--- src/rtl/block_summarizer.sv ---
// block_summarizer: groups validator transactions into blocks and queues per-block
// summaries (index, count, amount sum, rolling hash) behind a valid/ready FIFO.
module block_summarizer #(
  parameter int FIFO_DEPTH = 4,
  parameter int COUNT_W    = 16,
  parameter int SUM_W      = 40
) (
  input  logic               clk,
  input  logic               rst,
  input  logic [127:0]       data_i,
  input  logic               valid_i,
  input  logic               flush_i,
  output logic               sum_valid_o,
  input  logic               sum_ready_i,
  output logic [15:0]        sum_index_o,
  output logic [COUNT_W-1:0] sum_count_o,
  output logic [SUM_W-1:0]   sum_amount_o,
  output logic [31:0]        sum_hash_o,
  output logic               ovf_o
);
  localparam int AW = $clog2(FIFO_DEPTH);
  localparam int FW = AW + 1;
  localparam int W  = 48 + COUNT_W + SUM_W;
  typedef enum logic {IDLE, OPEN} state_t;
  state_t state_q, state_d;
  logic pend_q, pend_d, ovf_q, ovf_d;
  logic [COUNT_W-1:0] cnt_q, cnt_d, b_cnt;
  logic [SUM_W-1:0] sum_q, sum_d, b_sum;
  logic [31:0] hash_q, hash_d, b_hash, fold;
  logic [15:0] idx_q, idx_d;
  logic [AW-1:0] wr_q, wr_d, rd_q, rd_d;
  logic [FW-1:0] fill_q, fill_d;
  logic [W-1:0] mem_q [FIFO_DEPTH];
  logic [W-1:0] push_data, head;
  logic open_new, close_old, close_new, push, pop, full, wr_en;
  assign sum_valid_o = fill_q != '0;
  assign head = sum_valid_o ? mem_q[rd_q] : '0;
  assign {sum_index_o, sum_count_o, sum_amount_o, sum_hash_o} = head;
  assign ovf_o = ovf_q;
  always_comb begin
    fold = data_i[127:96] ^ data_i[95:64] ^ data_i[63:32] ^ data_i[31:0];
    // A pending flush makes the next txn join the new block regardless of its start bit.
    open_new = valid_i && (state_q == IDLE || (data_i[9] && !pend_q));
    close_old = valid_i && state_q == OPEN && data_i[9] && !pend_q;
    b_cnt = open_new ? '0 : cnt_q;
    b_sum = open_new ? '0 : sum_q;
    b_hash = open_new ? '0 : hash_q;
    cnt_d = valid_i ? (&b_cnt ? b_cnt : b_cnt + 1'b1) : b_cnt;
    sum_d = valid_i ? b_sum + SUM_W'(data_i[31:10]) : b_sum;
    hash_d = valid_i ? {b_hash[26:0], b_hash[31:27]} ^ fold : b_hash;
    close_new = (flush_i || pend_q) && !close_old && (state_q == OPEN || valid_i);
    push = close_old || close_new;
    push_data = close_old ? {idx_q, cnt_q, sum_q, hash_q} : {idx_q, cnt_d, sum_d, hash_d};
    pend_d = close_old && flush_i;
    state_d = close_new ? IDLE : (valid_i ? OPEN : state_q);
    idx_d = idx_q + 16'(push);
    full = fill_q == FW'(FIFO_DEPTH);
    pop = sum_valid_o && sum_ready_i;
    wr_en = push && (!full || pop);
    wr_d = wr_q + AW'(wr_en);
    rd_d = rd_q + AW'(pop);
    fill_d = fill_q + FW'(wr_en) - FW'(pop);
    ovf_d = ovf_q || (push && !wr_en);
  end
  always_ff @(posedge clk) begin
    if (rst) begin
      state_q <= IDLE;
      pend_q <= 1'b0;
      ovf_q <= 1'b0;
      cnt_q <= '0;
      sum_q <= '0;
      hash_q <= '0;
      idx_q <= '0;
      wr_q <= '0;
      rd_q <= '0;
      fill_q <= '0;
    end else begin
      state_q <= state_d;
      pend_q <= pend_d;
      ovf_q <= ovf_d;
      cnt_q <= cnt_d;
      sum_q <= sum_d;
      hash_q <= hash_d;
      idx_q <= idx_d;
      wr_q <= wr_d;
      rd_q <= rd_d;
      fill_q <= fill_d;
    end
  end
  always_ff @(posedge clk) if (wr_en) mem_q[wr_q] <= push_data;
endmodule

--- config.mk ---
export PLATFORM = sky130hd
export DESIGN_NAME = block_summarizer
export DESIGN_NICKNAME = d
export VERILOG_FILES = /design/src/rtl/block_summarizer.sv
export SDC_FILE = /design/constraint.sdc
export NUM_CORES = 1
export LEC_CHECK = 0
export CORE_UTILIZATION = 58
export CTS_CLUSTER_SIZE = 20
export DETAILED_ROUTE_END_ITERATION = 7
export GPL_TIMING_DRIVEN = 0
export PLACE_DENSITY_LB_ADDON = 0.12
export SYNTH_ARGS = -nofsm -noshare
export SYNTH_HDL_FRONTEND = slang
export SYNTH_SLANG_ARGS = --single-unit
--- constraint.sdc ---
create_clock -name clk -period 12.9 [get_ports clk]
set_clock_uncertainty 0.2 [all_clocks]
set_input_delay 1.29 -clock clk [delete_from_list [all_inputs] [get_ports clk]]
set_output_delay 1.29 -clock clk [all_outputs]
set_load 0.1 [all_outputs]
==> results.cfg <==
[drt]
route.detailed.drc = 0
wirelength_mm = 65.1
drtAntennaViolNets = 0
vias_per_cell = 6.05
dr_total_vias = 17326
wl_per_cell_um = 22.7
drtPass1Iterations = 6
drt_iter0_drc = 1748

[sta]
hold_viol = 0
rsz0062_at_grt = no
finalCritPeriodShare_pct = 52.0
max-slew-margin-rel_pct = 32.5
tightest_slew_ns = 1.01
drv_slew = 0
layout_min_cycle_time_ns = 6.71
max_freq_mhz = 149
setup_violations = 0
worst_slack_ns = 6.19

[critical_path]
crit_type = input pin to flip-flop
r2r_cells = 15
worst_setup_path_start_kind = input pin
reg2reg_from = state_q
worstPathArrival_ns = 6.85
r2r_slack_ns = 7.13
startpoint = data_i[9]
cp_max_fo = 10
critical-path-max-stage-delay_ns = 0.59
r2r-end = mem_q[3][55]
slowest_stage = clkbuf_1
required_ns = 13.03
crit_path_end_kind = flip-flop
path_cells = clkdlybuf4s50_1 -> nor2b_1 -> buf_2 -> o21ai_4 -> clkbuf_1 -> clkbuf_1 -> clkbuf_1 -> and2_1 -> ha_1 -> a21oi_1 -> o21ai_0 -> o41ai_2 -> a211oi_1 -> o21ai_0 -> mux2i_1 -> o21ai_0

[synthesis]
seq_area_frac_synth_pct = 58.8
ys_top_cells_by_count = edfxtp_1, nand2_1, a21oi_1
syn_avg_cell_area_um2 = 13.1
ys_top_cells_by_area = edfxtp_1, mux4_2, dfxtp_1, xnor2_1, and2_1
async_reset_ff_share_pct = 0
synth_warnings = 0
syn_area_um2 = 25100
synth.top_cell.area_share_pct = 49.7
ys_ff_latch = 530
synth_cell_type_count = 81
syn-num-nets = 2088
synth_edf_count = 416
synthCells = 1925
synth.most_common_cell = edfxtp_1
synth_ff_type = edfxtp_1
synth_area_leader_cell = edfxtp_1

[clock_network]
clock_path_buffers = 3
cts_hold_buffers = 0
clk_latency_ns = 0.62
cts_tree = yes
h-tree-depth = 2
cts_resized = 0
clockRootBuffer = clkbuf_16
numCtsBuffers = 53
clk_pin_slew_worst_paths_ns = 0.06
post_cts_buffers = 0
clock-sinks = 530

[floorplan]
start_util_pct = 59.4
dieArea_um2 = 44200
die_h_um = 210
num_io_pins = 239
core-area_um2 = 42300
floorplan.die.width_um = 210
num_rows = 75

[placed_design]
dpl.hpwl_mm = 46.5
portBuffers = 237
gp_congestion = 0.922
post-place-ws_ns = 5.68

[global_routing]
grt_pass1_vias = 17315
grt_max_degree = 57
grt_pass1_wl_mm = 101
track_usage_pct = 30.2
grt.overflow.total = 0
grt_antenna_before_repair = 0

[cells_and_area]
multi_input_area_um2 = 9850
layout-drive-gt1-share_pct = 11.7
area_growth_pct = 21.0
seqCellArea_um2 = 14800
fill_cells = 2867
fin_util_pct = 71.8
nets = 2407
diodes = 0

[job]
cap_violations = 0

[pwr]
power_leakage_nw = 10.1
power_frac_seq_pct = 30.6
switching_share_pct = 43.8
cellInternalPower_mw = 3.72
p_comb_share_pct = 45.6
irDropWorstVdd_mv = 0.240
p_per_area_nw_per_um2 = 217
netSwitchingPower_mw = 2.89
clockPowerShare_pct = 23.8

[worst_hold_path]
hold_path.startpoint = sum_q[12]
whs_endpoint = sum_q[12]
min_path_type = flip-flop to flip-flop
min_path_cells = 2

[run_status]
status = finished, final reports clean
-- power by group through the flow --
stage | sequential [mW] | combinational (mW) | clock (mW)
2_1_floorplan | 2.06 | 2.28 | 0
3_3_place_gp | 2.08 | 2.97 | 0
3_5_place_dp | 2.06 | 3.02 | 0
4_1_cts | 2.02 | 3.03 | 1.59
5_1_grt | 2.03 | 3.13 | 1.66
6_report | 2.02 | 3.01 | 1.57
-- per-stage QoR --
step	TNS (ns)	power (mW)	hold WS, ns	cell area (um^2)	cells
floorplan	0	4.34	0.250	25100	1925
global placement	-745.64	5.05	0.263	28200	2739
detailed placement	0	5.07	0.282	28600	2766
CTS	0	6.65	0.286	30400	2866
global route	0	6.83	0.301	30400	2866
finish	0	6.61	0.280	30400	2866
-- layer usage --
metal / track usage [%] / vias to the layer above / wire [um]
li1: - / 7869 / -
met1: 40.1 / 8601 / 26100
met2: 52.0 / 759 / 33100
met3: 4.47 / 97 / 4480
met4: 8.08 / 0 / 1460
met5: 0 / - / 0
-- cell families after synthesis --
| family | count (synthesis) | share of synthesized area [%] |
|---|---|---|
| DFF | 530 | 58.8 |
| and+or+nand+nor | 529 | 10.7 |
| AOI/OAI and AO/OA | 366 | 9.00 |
| xor gates and xnor gates | 174 | 6.07 |
| muxes | 164 | 11.8 |
| buffers and inverters | 132 | 2.08 |
| adders and majority gates | 30 | 1.55 |
-- worst max-delay path: cells and delay by family --
kind            cells  cell delay (ns)
mux                 1             0.14
fa+ha+maj           1             0.28
simple gates        2             0.40
compound gates      7             2.49
buf+inv             5             2.22
-- area by class of cell --
| cell class | instances | share of cell area (%) |
|---|---|---|
| tap | 577 | 2.37 |
| inverter | 19 | 0.235 |
| clock buffer | 74 | 4.85 |
| sequential | 530 | 48.6 |
| buffer | 113 | 1.48 |
| clock inverter | 26 | 1.04 |
| multi-input combinational | 1263 | 32.4 |
| timing repair buffer | 264 | 9.03 |
-- state kept, by name, indices dropped and copies added, names as in the netlist, 2 cells and up --
name,cells
sum_q,40
hash_q,32
mem_q,416
idx_q,16
fill_q,3
rd_q,2
cnt_q,16
wr_q,2
-- placed cells by master (no fill, tap or decap), types with 8 or more instances in the layout --
master / count
xor2_1: 55
nand2_1: 156
inv_1: 17
clkdlybuf4s50_1: 237
buf_2: 10
or4_1: 8
mux4_2: 104
xnor2_1: 119
clkbuf_16: 53
buf_6: 18
buf_1: 9
a21oi_1: 145
mux2_2: 11
mux2i_1: 48
nor3_1: 13
or3_1: 14
nor2b_1: 11
nand4_1: 12
clkbuf_1: 104
o211ai_1: 23
edfxtp_1: 416
nand3_1: 33
and2_1: 135
ha_1: 28
dfxtp_1: 114
a31oi_1: 10
o22ai_1: 35
o21ai_0: 69
and3_1: 10
nor2_1: 103
o21a_1: 9
a21o_1: 10
-- worst max-delay path by stage --
stage                   end  slack, ns  cells after the start
2_1_floorplan   mem_q[1][0]       2.25                      6
5_1_grt        mem_q[3][55]       5.93                     16
4_1_cts        mem_q[3][55]       6.30                     16
3_5_place_dp   mem_q[0][55]       5.68                     16
3_3_place_gp   mem_q[1][42]      -4.11                      6
6_report       mem_q[3][55]       6.19                     16
Note: power is estimated with default switching activity, not from simulation.
